===== config.mk =====
export PLATFORM = sky130hd
export DESIGN_NAME = change_payout_controller
export DESIGN_NICKNAME = d
export VERILOG_FILES = /design/src/rtl/change_payout_controller.sv
export SDC_FILE = /design/constraint.sdc
export NUM_CORES = 1
export LEC_CHECK = 0
export BUFFER_PORTS_ARGS = -buffer_cell sky130_fd_sc_hd__buf_2
export CAP_MARGIN = 40
export CORE_UTILIZATION = 50
export DETAILED_ROUTE_END_ITERATION = 8
export PLACE_DENSITY = 0.72
export SLEW_MARGIN = 5
export SYNTH_ARGS = -nofsm -noshare
export SYNTH_HDL_FRONTEND = slang
export SYNTH_SLANG_ARGS = --single-unit

===== constraint.sdc =====
create_clock -name clk -period 2.2 [get_ports clk]
set_input_delay 0.55 -clock clk [delete_from_list [all_inputs] [get_ports clk]]
set_output_delay 0.55 -clock clk [all_outputs]
set_load 0.05 [all_outputs]

===== src/rtl/change_payout_controller.sv =====
// Coin-return sequencer: fires the ejector once per coin owed, confirms each coin on the
// drop sensor, re-attempts missed coins and reports completion (done) or a stuck ejector (fault).
module change_payout_controller #(
   parameter int CLK_FREQ_HZ   = 50_000_000,
   parameter int AMT_W         = 4,
   parameter int PULSE_CYCLES  = 2_500_000,
   parameter int GAP_CYCLES    = 2_500_000,
   parameter int SENSE_TIMEOUT = 5_000_000,
   parameter int MAX_RETRY     = 2
) (
   input  logic             clk,
   input  logic             rst,
   input  logic             start,
   input  logic [AMT_W-1:0] amount,
   input  logic             abort,
   input  logic             fault_clr,
   input  logic             coin_seen,
   output logic             eject,
   output logic             busy,
   output logic             done,
   output logic             fault,
   output logic [AMT_W-1:0] remaining,
   output logic [2:0]       dbg_state
);

   typedef enum logic [2:0] {S_IDLE, S_PULSE, S_WAIT, S_GAP, S_FAULT} state_t;

   localparam int CMAX = (PULSE_CYCLES > GAP_CYCLES)
                         ? ((PULSE_CYCLES > SENSE_TIMEOUT) ? PULSE_CYCLES : SENSE_TIMEOUT)
                         : ((GAP_CYCLES > SENSE_TIMEOUT) ? GAP_CYCLES : SENSE_TIMEOUT);
   localparam int TW = $clog2(CMAX + 1);
   localparam int RW = $clog2(MAX_RETRY + 2);
   localparam logic [TW-1:0] PULSE_LAST = TW'(PULSE_CYCLES - 1);
   localparam logic [TW-1:0] GAP_LAST   = TW'(GAP_CYCLES - 1);
   localparam logic [TW-1:0] SENSE_LAST = TW'(SENSE_TIMEOUT - 1);

   if (CLK_FREQ_HZ <= 0 || PULSE_CYCLES < 1 || GAP_CYCLES < 1 || SENSE_TIMEOUT < 1) begin : g_bad_cfg
      $error("change_payout_controller: clock and timing parameters must be positive");
   end

   state_t          state;
   logic [TW-1:0]   timer;
   logic [RW-1:0]   retry;
   logic            seen;
   logic            coin_prev;
   logic            coin_rise;

   assign coin_rise = coin_seen & ~coin_prev;
   assign dbg_state = state;

   always_ff @(posedge clk or negedge rst) begin
      if (!rst) begin
         state     <= S_IDLE;
         timer     <= '0;
         retry     <= '0;
         seen      <= 1'b0;
         coin_prev <= 1'b0;
         eject     <= 1'b0;
         busy      <= 1'b0;
         done      <= 1'b0;
         fault     <= 1'b0;
         remaining <= '0;
      end else begin
         coin_prev <= coin_seen;
         done      <= 1'b0;
         // Only the first sensor edge of an attempt matters; later ones re-set the same flag.
         if ((state == S_PULSE || state == S_WAIT) && coin_rise)
            seen <= 1'b1;

         if (abort && state != S_IDLE) begin
            state <= S_IDLE;
            eject <= 1'b0;
            busy  <= 1'b0;
            fault <= 1'b0;
            timer <= '0;
         end else begin
            case (state)
               S_IDLE: begin
                  if (start) begin
                     if (amount != '0) begin
                        remaining <= amount;
                        retry     <= '0;
                        seen      <= 1'b0;
                        timer     <= '0;
                        eject     <= 1'b1;
                        busy      <= 1'b1;
                        state     <= S_PULSE;
                     end else begin
                        done <= 1'b1;
                     end
                  end
               end
               S_PULSE: begin
                  if (timer == PULSE_LAST) begin
                     timer <= '0;
                     eject <= 1'b0;
                     state <= S_WAIT;
                  end else begin
                     timer <= timer + TW'(1);
                  end
               end
               S_WAIT: begin
                  if (seen) begin
                     timer <= '0;
                     retry <= '0;
                     if (remaining != '0)
                        remaining <= remaining - AMT_W'(1);
                     if (remaining <= AMT_W'(1)) begin
                        busy  <= 1'b0;
                        done  <= 1'b1;
                        state <= S_IDLE;
                     end else begin
                        state <= S_GAP;
                     end
                  end else if (timer == SENSE_LAST) begin
                     // Missed coin: retry counts extra attempts beyond the first.
                     timer <= '0;
                     retry <= retry + RW'(1);
                     if (retry >= RW'(MAX_RETRY)) begin
                        fault <= 1'b1;
                        state <= S_FAULT;
                     end else begin
                        state <= S_GAP;
                     end
                  end else begin
                     timer <= timer + TW'(1);
                  end
               end
               S_GAP: begin
                  seen <= 1'b0;
                  if (timer == GAP_LAST) begin
                     timer <= '0;
                     eject <= 1'b1;
                     state <= S_PULSE;
                  end else begin
                     timer <= timer + TW'(1);
                  end
               end
               S_FAULT: begin
                  if (fault_clr) begin
                     fault <= 1'b0;
                     busy  <= 1'b0;
                     state <= S_IDLE;
                  end
               end
               default: begin
                  eject <= 1'b0;
                  busy  <= 1'b0;
                  fault <= 1'b0;
                  state <= S_IDLE;
               end
            endcase
         end
      end
   end

endmodule


==> metrics, run 1 <==
status=complete, no violations; Tightest Pin Transition=a little under 0.5 ns; CP delay by family, top=simple AND/OR/NAND/NOR gates; Hold Buf Count CTS=0; Die Span Y=approximately 69 um; clk sinks=38; first-pass GRT wire length=8.43 mm; pin count of the biggest net entering global routing=21; post-layout min period=2.09 ns; Seq/Total Area, Yosys=0.422; CP startpoint kind=flop; TNS Setup=0 ns; Max stage delay cell, worst path=or4b_1; compound-gate portion of the synthesized area=0.176; synth cell count leaders=dfrtp_1 (38), nor2_1 (35), nand2_1 (21); diode count=0; WS Path Type=reg -> reg; post-synthesis mux area share=0.00944; initial antenna violation count=0; CP Cell Sequence=or4b_1 -> nor4_2 -> and4_1 -> o22a_4 -> and2_1 -> buf_12 -> nor2_1; Post-DRT Antenna Nets=0; arrival time at the worst endpoint=2.27 ns; grt met3 use=0.0453; Fin. Hold Viols=0; main combinational cell family by area after synthesis=simple AND/OR/NAND/NOR gates; Clock transition at path regs=0.07 ns; Core Region=4350 um2; fraction of layout cells with a size suffix above 1=0.194; fin nets=303; most frequent cell after synthesis=dfrtp_1; vias=roughly 2000; top cells by area, synth=dfrtp_1 (42%), nor2_1 (5.8%), nand2_1 (3.5%), xor2_1 (3.1%), a21o_1 (3.0%); worst hold slack=0.208 ns; Ports=21; vias in the first global route=1862; root buffer cell=clkbuf_8; Critical Path RT=2.38 ns; Critical R2R Launch=timer[11]; CTS max path bufs=2; DRT Pass-1 Iters=4; wirelength, routed=between 4 and 5 mm; H-tree depth=2; Cells after Synth=253; xor-xnor portion of the synthesized cell area=0.0505; die area=4780 um2; RSZ-0062 raised after global routing=no; fin. max-slew vios=0; DRT iter0 DRCs=161; FMAX=478 MHz; Cell variety after synth=about 50; YS warnings=0; CTS tree=yes; # DRC=0; reg-to-reg endpoint=timer[16]; ys async rst share=1.00; worst hold path class=in -> async; Routed wire per std cell=14.5 um; Max stage delay on crit path=0.53 ns; synthesized flop and latch total=38; Num CTS Buffers=5; num rows=24; EDFF count, synth=0; crit share post-route=0.951; Lkg Pwr=1.20 nW; Synth Area in Simple Gates=0.274; CP Capture Type=flop; synthesized net count=268; CP max FO=9; flop2flop setup slack=0.11 ns; port buffer count=20; relative slew slack=0.677; CP Depth=7; GP Congestion=0.829; area grow syn2layout=17.1%; vias per cell=just under 6; Core Util, Final=0.606; Max IR drop VDD=248 uV; Synth Area in Adders=0.0278; WP buf/inv=1; M1 GR Usage=0.293; Detail Placement HPWL=3.58 mm; cell taking the most area after synthesis=dfrtp_1; Die Wd=69.1 um; Top Usage Layer GRT=met2; synthesized area=2250 um2; clock latency at the later pin of the worst-skew pair=slightly below 0.3 ns; Syn Area/Cell=8.91 um2; area share of the largest cell type after synthesis=0.422; start point of the critical path=timer[11]; clk_skew=0.00678 ns; r2r worst-path depth=7; top_reg_cell synth=dfrtp_1; met2 GRT Util=0.351; Final Setup Violations=0; Critical Path End=timer[16]; PwrDens=672 nW/um2; starting density of the core=0.518; GRT Util Overall=0.220; Congestion Overflow GR=0; Max-cap violations=0
-- logic make-up after synthesis --
group,Yosys count
flops,38
fa+ha+maj,5
simple gates,119
mux,2
buf+inv,18
compound gates,58
xor+xnor,13
-- cells in the final DEF (no fill, tap or decap), types with 5 or more instances in the layout --
cell	n
dfrtp_1	38
nor2_1	35
nand2_1	21
buf_2	20
buf_4	15
o21ai_1	11
o21ai_0	10
a21oi_1	9
nand4_1	9
a21o_1	9
inv_1	8
nor3_1	8
xor2_1	8
nor3b_1	7
nand3_1	6
clkbuf_8	6
xnor2_1	5
and3_1	5
-- routing by layer --
layer	share of wire	up-vias	routed length [um]
li1	-	978	-
met1	0.45	964	2220
met2	0.48	52	2390
met3	0.041	12	203
met4	0.025	0	121
met5	0	-	0
-- layout make-up --
type                            count  area, um2
Timing Repair Buffer               38        264
Multi-Input combinational cell    197       1240
Fill cell                         386       1720
Clock buffer                        7       86.3
Sequential cell                    38        951
Inverter                            8       30.0
Tap cell                           52       65.1
Clock inverter                      1       5.00
-- sequential cells by signal, indices dropped and copies added, names as in the netlist --
| register | flops |
|---|---|
| timer | 23 |
| remaining | 4 |
| dbg_state | 3 |
| retry | 2 |
| busy | 1 |
| coin_prev | 1 |
| done | 1 |
| eject | 1 |
| fault | 1 |
| seen | 1 |
-- what timing repair did --
| item | in CTS | in global routing |
|---|---|---|
| endpoints found under the setup margin | 0 | 18 |
| buffers inserted | 0 | 2 |
| gates resized for setup | 0 | 6 |
-- worst reg2reg max path, stage by stage (launching register included) --
cell and delay [ns]:
dfrtp_1 0.37, or4b_1 0.53, nor4_2 0.21, and4_1 0.25, o22a_4 0.18, and2_1 0.24
buf_12 0.15, nor2_1 0.05
-- worst min-delay path by stage --
stage | start | to | slack [ns] | cells after the start
after floorplan | rst | busy | 0.25 | 0
after global placement | fault | fault | 0.47 | 1
after detailed placement | fault | fault | 0.48 | 1
after CTS | rst | retry[1] | 0.22 | 1
after global routing | rst | retry[1] | 0.24 | 1
final | rst | retry[1] | 0.21 | 1
-- where the power goes --
group	leakage (nW)	internal (mW)	total [mW]	switching, mW
combinational	0.641	0.161	0.478	0.317
sequential	0.512	0.747	0.806	0.0591
clock	0.0482	0.253	0.490	0.238
-- stage by stage --
step / total power, mW / cell area, um2 / instances / setup WS, ns
global route: 1.88 / 2640 / 341 / 0.00270
finish: 1.77 / 2640 / 341 / 0.109
detailed placement: 1.29 / 2500 / 331 / 0.0494
global placement: 1.28 / 2500 / 331 / 0.0747
CTS: 1.78 / 2590 / 339 / 0.0123
floorplan: 1.15 / 2250 / 253 / 0.134
(Power assumes the default switching activity.)
==> inputs of run 2 (changes only) <==
==> constraint.sdc (replaced) <==
create_clock -name clk -period 2.2 [get_ports clk]
set_input_delay 0.11 -clock clk [delete_from_list [all_inputs] [get_ports clk]]
set_output_delay 0.11 -clock clk [all_outputs]
set_load 0.05 [all_outputs]
==> metrics, run 2 (synthesized netlist as in run 1, its figures left out) <==
WS Path Type=reg -> reg; Crit path top cell by count=and3_1; flop2flop setup slack=0.12 ns (about the same); fin. max-slew vios=0 (unchanged); pre-CTS setup slack=0.0937 ns (+0.0443 ns); Core Region=4350 um2 (unchanged); Max stage delay on crit path=0.42 ns (-0.11 ns); arrival time at the worst endpoint=2.31 ns (+0.04 ns); commonest non-fill, non-tap cell in the layout=dfrtp_1; Num CTS Buffers=5 (unchanged); Inst Count DP=331 (unchanged); Lkg Pwr=1.22 nW (+1.7%); pin count of the biggest net entering global routing=29 (+38%); crit share post-route=0.947 (-0.00319); CP max FO=8 (-1); H-tree depth=2 (unchanged); die area=4780 um2 (unchanged); TNS Setup=0 ns (unchanged); area grow syn2layout=18.7%; Die Wd=69.1 um (unchanged); RSZ-0062 raised after global routing=no; Max IR drop VDD=346 uV (+40%); num rows=24 (unchanged); CTS tree=yes; DRT iter0 DRCs=137 (-15%); Non-Filler Instances=341 (unchanged); CTS max path bufs=2 (unchanged); port buffer count=20 (unchanged); DRT Pass-1 Iters=4 (unchanged); Final Setup Violations=0 (unchanged); Setup Fix Bufs, Post-CTS=0 (unchanged); wirelength, routed=4.83 mm (-2.1%); Fillers=387 (+0.26%); root buffer cell=clkbuf_8; Post-DRT Antenna Nets=0 (unchanged); Critical Path RT=2.43 ns (+0.05 ns); Ports=21 (unchanged); CP Cell Sequence=ha_2 -> and3_1 -> and3_1 -> and4_1 -> o22a_4 -> buf_4 -> nor4_1 -> a21o_1; CP startpoint kind=flop; fraction of layout cells with a size suffix above 1=0.180 (-0.0138); Clock transition at path regs=0.08 ns (about the same); commonest non-fill, non-tap cells in the layout=dfrtp_1 (38), nor2_1 (35), nand2_1 (21); first-pass GRT wire length=8.18 mm (-3.0%); clk_skew=0.00527 ns (-0.00150 ns); GP Congestion=0.831 (+0.30%); Die Span Y=69.1 um (unchanged); relative slew slack=0.627 (-0.0500); Largest Register=timer; Detail Placement HPWL=3.55 mm (-0.93%); status=complete, no violations; vias=1992 (-0.70%); PwrDens=751 nW/um2 (+12%); vias per cell=5.84 (-0.70%); FMAX=480 MHz (+0.34%); Congestion Overflow GR=0 (unchanged); Tightest Pin Transition=0.554 ns (+0.0689 ns); Routed wire per std cell=14.2 um (-2.1%); fin worst setup slack=0.116 ns (+0.00703 ns); Fin. Hold Viols=0 (unchanged); initial antenna violation count=0 (unchanged); post-layout min period=2.08 ns (-0.00703 ns); clock latency at the later pin of the worst-skew pair=0.28 ns (about the same); # DRC=0 (unchanged); diode count=0 (unchanged); vias in the first global route=1863 (+0.054%); Core Util, Final=0.614 (+0.00805); fin nets=303 (unchanged); GRT Util Overall=0.211 (-0.00887); max reg flops=23 (unchanged); worst hold slack=0.115 ns (-0.0931 ns); clk sinks=38 (unchanged); Max-cap violations=0 (unchanged); starting density of the core=0.518 (unchanged); Max stage delay cell, worst path=dfrtp_1; worst hold path class=in -> reg; CP Capture Type=flop
[run 2: routing by layer]
metal | share of wire | routed length, um | vias to the layer above | global-route usage
li1 | - | - | 986 | -
met1 | 0.46 | 2240 | 956 | 0.277
met2 | 0.49 | 2360 | 46 | 0.352
met3 | 0.040 | 193 | 4 | 0.0468
met4 | 0.0070 | 34 | 0 | 0.0590
met5 | 0 | 0 | - | 0
[run 2: worst paths after layout]
kind	from	cells past startpoint	to
setup / recovery	timer[0]	8	timer[12]
hold / removal	abort	2	dbg_state[2]
setup reg to reg	timer[0]	8	timer[12]
hold reg to reg	retry[0]	1	retry[0]
max in group asynchronous	rst	3	busy
min in group asynchronous	rst	2	retry[1]
[run 2: power by group]
group / switching [mW] / internal [mW] / total (mW) / leakage [nW]
clock network: 0.240 / 0.484 / 0.724 / 0.0714
logic: 0.316 / 0.159 / 0.475 / 0.639
registers: 0.0638 / 0.746 / 0.810 / 0.512
[run 2: layout make-up]
cell class / count / area, um2 / share of cell area
multi-input combinational: 197 / 1220 / 0.456
sequential: 38 / 951 / 0.356
timing repair buffer: 38 / 265 / 0.0992
clock buffer: 6 / 82.6 / 0.0309
tap: 52 / 65.1 / 0.0243
clock inverter: 2 / 60.1 / 0.0225
inverter: 8 / 30.0 / 0.0112
[run 2: stage by stage]
| stage | power [mW] | cell area, um2 |
|---|---|---|
| floorplan | 1.15 | 2250 |
| global route | 2.10 | 2670 |
| finish | 2.01 | 2670 |
| detailed placement | 1.29 | 2500 |
| CTS | 2.02 | 2670 |
| global placement | 1.28 | 2480 |
[run 2: what timing repair did]
| action | CTS | global route |
|---|---|---|
| gates resized for setup | 0 | 2 |
| hold endpoints to repair | 39 | 0 |
| hold buffers | 2 | 0 |
| endpoints found under the setup margin | 0 | 2 |
[run 2: critical path, delay by kind of cell (launching register included)]
family / cells / cell delay, ns
buf+inv: 1 / 0.16
simple gates: 4 / 0.88
flops: 1 / 0.42
compound gates: 2 / 0.36
fa+ha+maj: 1 / 0.22
==> inputs of run 3 (changes only) <==
--- a/config.mk
+++ b/config.mk
@@ -9,7 +9,7 @@
 export CAP_MARGIN = 40
 export CORE_UTILIZATION = 50
 export DETAILED_ROUTE_END_ITERATION = 8
-export PLACE_DENSITY = 0.72
+export PLACE_DENSITY = 0.71
 export SLEW_MARGIN = 5
 export SYNTH_ARGS = -nofsm -noshare
 export SYNTH_HDL_FRONTEND = slang
==> metrics, run 3 (synthesized netlist as in run 1, its figures left out) <==
Detail Placement HPWL=3.66 mm (+3.2%); Max IR drop VDD=329 uV (-4.9%); Die Span Y=69.1 um (unchanged); diode count=0 (unchanged); Max-cap violations=0 (unchanged); start point of the critical path=timer[0]; Largest Register=timer; CP startpoint kind=flop; crit share post-route=0.961 (+0.0139); status=complete, no violations; vias per cell=5.76 (-1.4%); Clock transition at path regs=0.07 ns (about the same); Post-DRT Antenna Nets=0 (unchanged); Setup Fix Bufs, Post-CTS=0 (unchanged); Fin. Hold Viols=0 (unchanged); power after layout=1.78 mW (-11%); Tightest Pin Transition=0.509 ns (-0.0453 ns); Routed wire per std cell=14.3 um (+1.2%); TNS Setup=0 ns (unchanged); PwrDens=674 nW/um2 (-10%); pre-CTS setup slack=0.0982 ns (+0.00445 ns); CTS tree=yes; Congestion Overflow GR=0 (unchanged); Final Setup Violations=0 (unchanged); num rows=24 (unchanged); post-layout min period=2.11 ns (+0.0305 ns); area grow syn2layout=17.3%; max reg flops=23 (unchanged); root buffer cell=clkbuf_8; worst hold path class=in -> reg; pin count of the biggest net entering global routing=33 (+14%); Inst Count DP=331 (unchanged); DRT iter0 DRCs=172 (+26%); Lkg Pwr=1.21 nW (-1.1%); Critical R2R Launch=timer[0]; wirelength, routed=4.89 mm (+1.2%); Critical Path RT=2.43 ns (about the same); die area=4780 um2 (unchanged); clk sinks=38 (unchanged); hold path startpoint=abort; fin. max-slew vios=0 (unchanged); fin nets=303 (unchanged); Die Wd=69.1 um (unchanged); # DRC=0 (unchanged); worst hold slack=0.120 ns (+0.00544 ns); initial antenna violation count=0 (unchanged); GP Congestion=0.863 (+3.8%); Fillers=398 (+2.8%); fin worst setup slack=0.0852 ns (-0.0305 ns); WS Path Type=reg -> reg; fraction of layout cells with a size suffix above 1=0.180 (unchanged); CTS max path bufs=2 (unchanged); Ports=21 (unchanged); clock latency at the later pin of the worst-skew pair=0.29 ns (about the same); commonest non-fill, non-tap cells in the layout=dfrtp_1 (38), nor2_1 (35), nand2_1 (21); starting density of the core=0.518 (unchanged); GRT Util Overall=0.223 (+0.0111); commonest non-fill, non-tap cell in the layout=dfrtp_1; RSZ-0062 raised after global routing=no; arrival time at the worst endpoint=2.34 ns (+0.03 ns); clk_skew=0.00543 ns (+0.000154 ns); H-tree depth=2 (unchanged); port buffer count=20 (unchanged); relative slew slack=0.657 (+0.0305); Non-Filler Instances=341 (unchanged); vias=1965 (-1.4%); FMAX=473 MHz (-1.4%); DRT Pass-1 Iters=4 (unchanged); CP Capture Type=flop; first-pass GRT wire length=8.51 mm (+4.0%); Core Region=4350 um2 (unchanged); CP max FO=22 (+14); vias in the first global route=1851 (-0.64%); Num CTS Buffers=5 (unchanged); flop2flop setup slack=0.09 ns (-0.03 ns)
-- run 3: cell types whose count changed in the layout (fill, tap and decap cells not counted) --
cell        previous run  this run
bufinv_16              2         0
buf_12                 2         3
buf_4                 14        13
clkinv_2               0         1
clkinvlp_4             0         1
ha_1                   4         5
ha_2                   1         0
nor4_1                 6         5
nor4_2                 1         2
-- run 3: metrics by stage --
stage,area [um2],utilization
2_1_floorplan,2250,-
6_report,2640,0.607
3_3_place_gp,2490,0.573
3_5_place_dp,2510,0.578
5_1_grt,2640,0.607
4_1_cts,2630,0.604
-- run 3: power by group --
part / internal, mW / switching (mW)
Combinational: 0.159 / 0.316
Sequential: 0.746 / 0.0623
Clock: 0.252 / 0.245
-- run 3: worst paths after layout --
check                      depth (start not counted)      endpoint
setup / recovery                                   8     timer[12]
hold / removal                                     2  dbg_state[2]
setup reg to reg                                   8     timer[12]
hold reg to reg                                    1         fault
max in group asynchronous                          3     timer[19]
min in group asynchronous                          2          busy
-- run 3: critical path, stage by stage, from the launching register on --
cell     delay (ns)
dfrtp_1        0.42
ha_1           0.25
and3_1         0.22
and3_1         0.21
and4_1         0.20
o22a_4         0.24
buf_12         0.15
nor4_1         0.26
a21o_1         0.12
-- run 3: metal layers --
metal,track usage,vias to the layer above,part of all wire
met1,0.283,932,0.45
met5,0,-,0
met2,0.369,40,0.49
met4,0.0884,0,0.023
met3,0.0468,9,0.036
li1,-,984,-
-- run 3: timing repair --
item	4_1_cts	5_1_grt
endpoints found under the hold margin	39	0
resized for setup	0	2
hold buffers	2	0
setup endpoints to repair	0	2
-- run 3: layout make-up --
class | count | area (um2) | share of cell area
tap | 52 | 65.1 | 0.0246
clock inverter | 2 | 12.5 | 0.00473
clock buffer | 6 | 82.6 | 0.0313
sequential | 38 | 951 | 0.360
inverter | 8 | 30.0 | 0.0114
timing repair buffer | 38 | 278 | 0.105
multi-input combinational | 197 | 1220 | 0.463
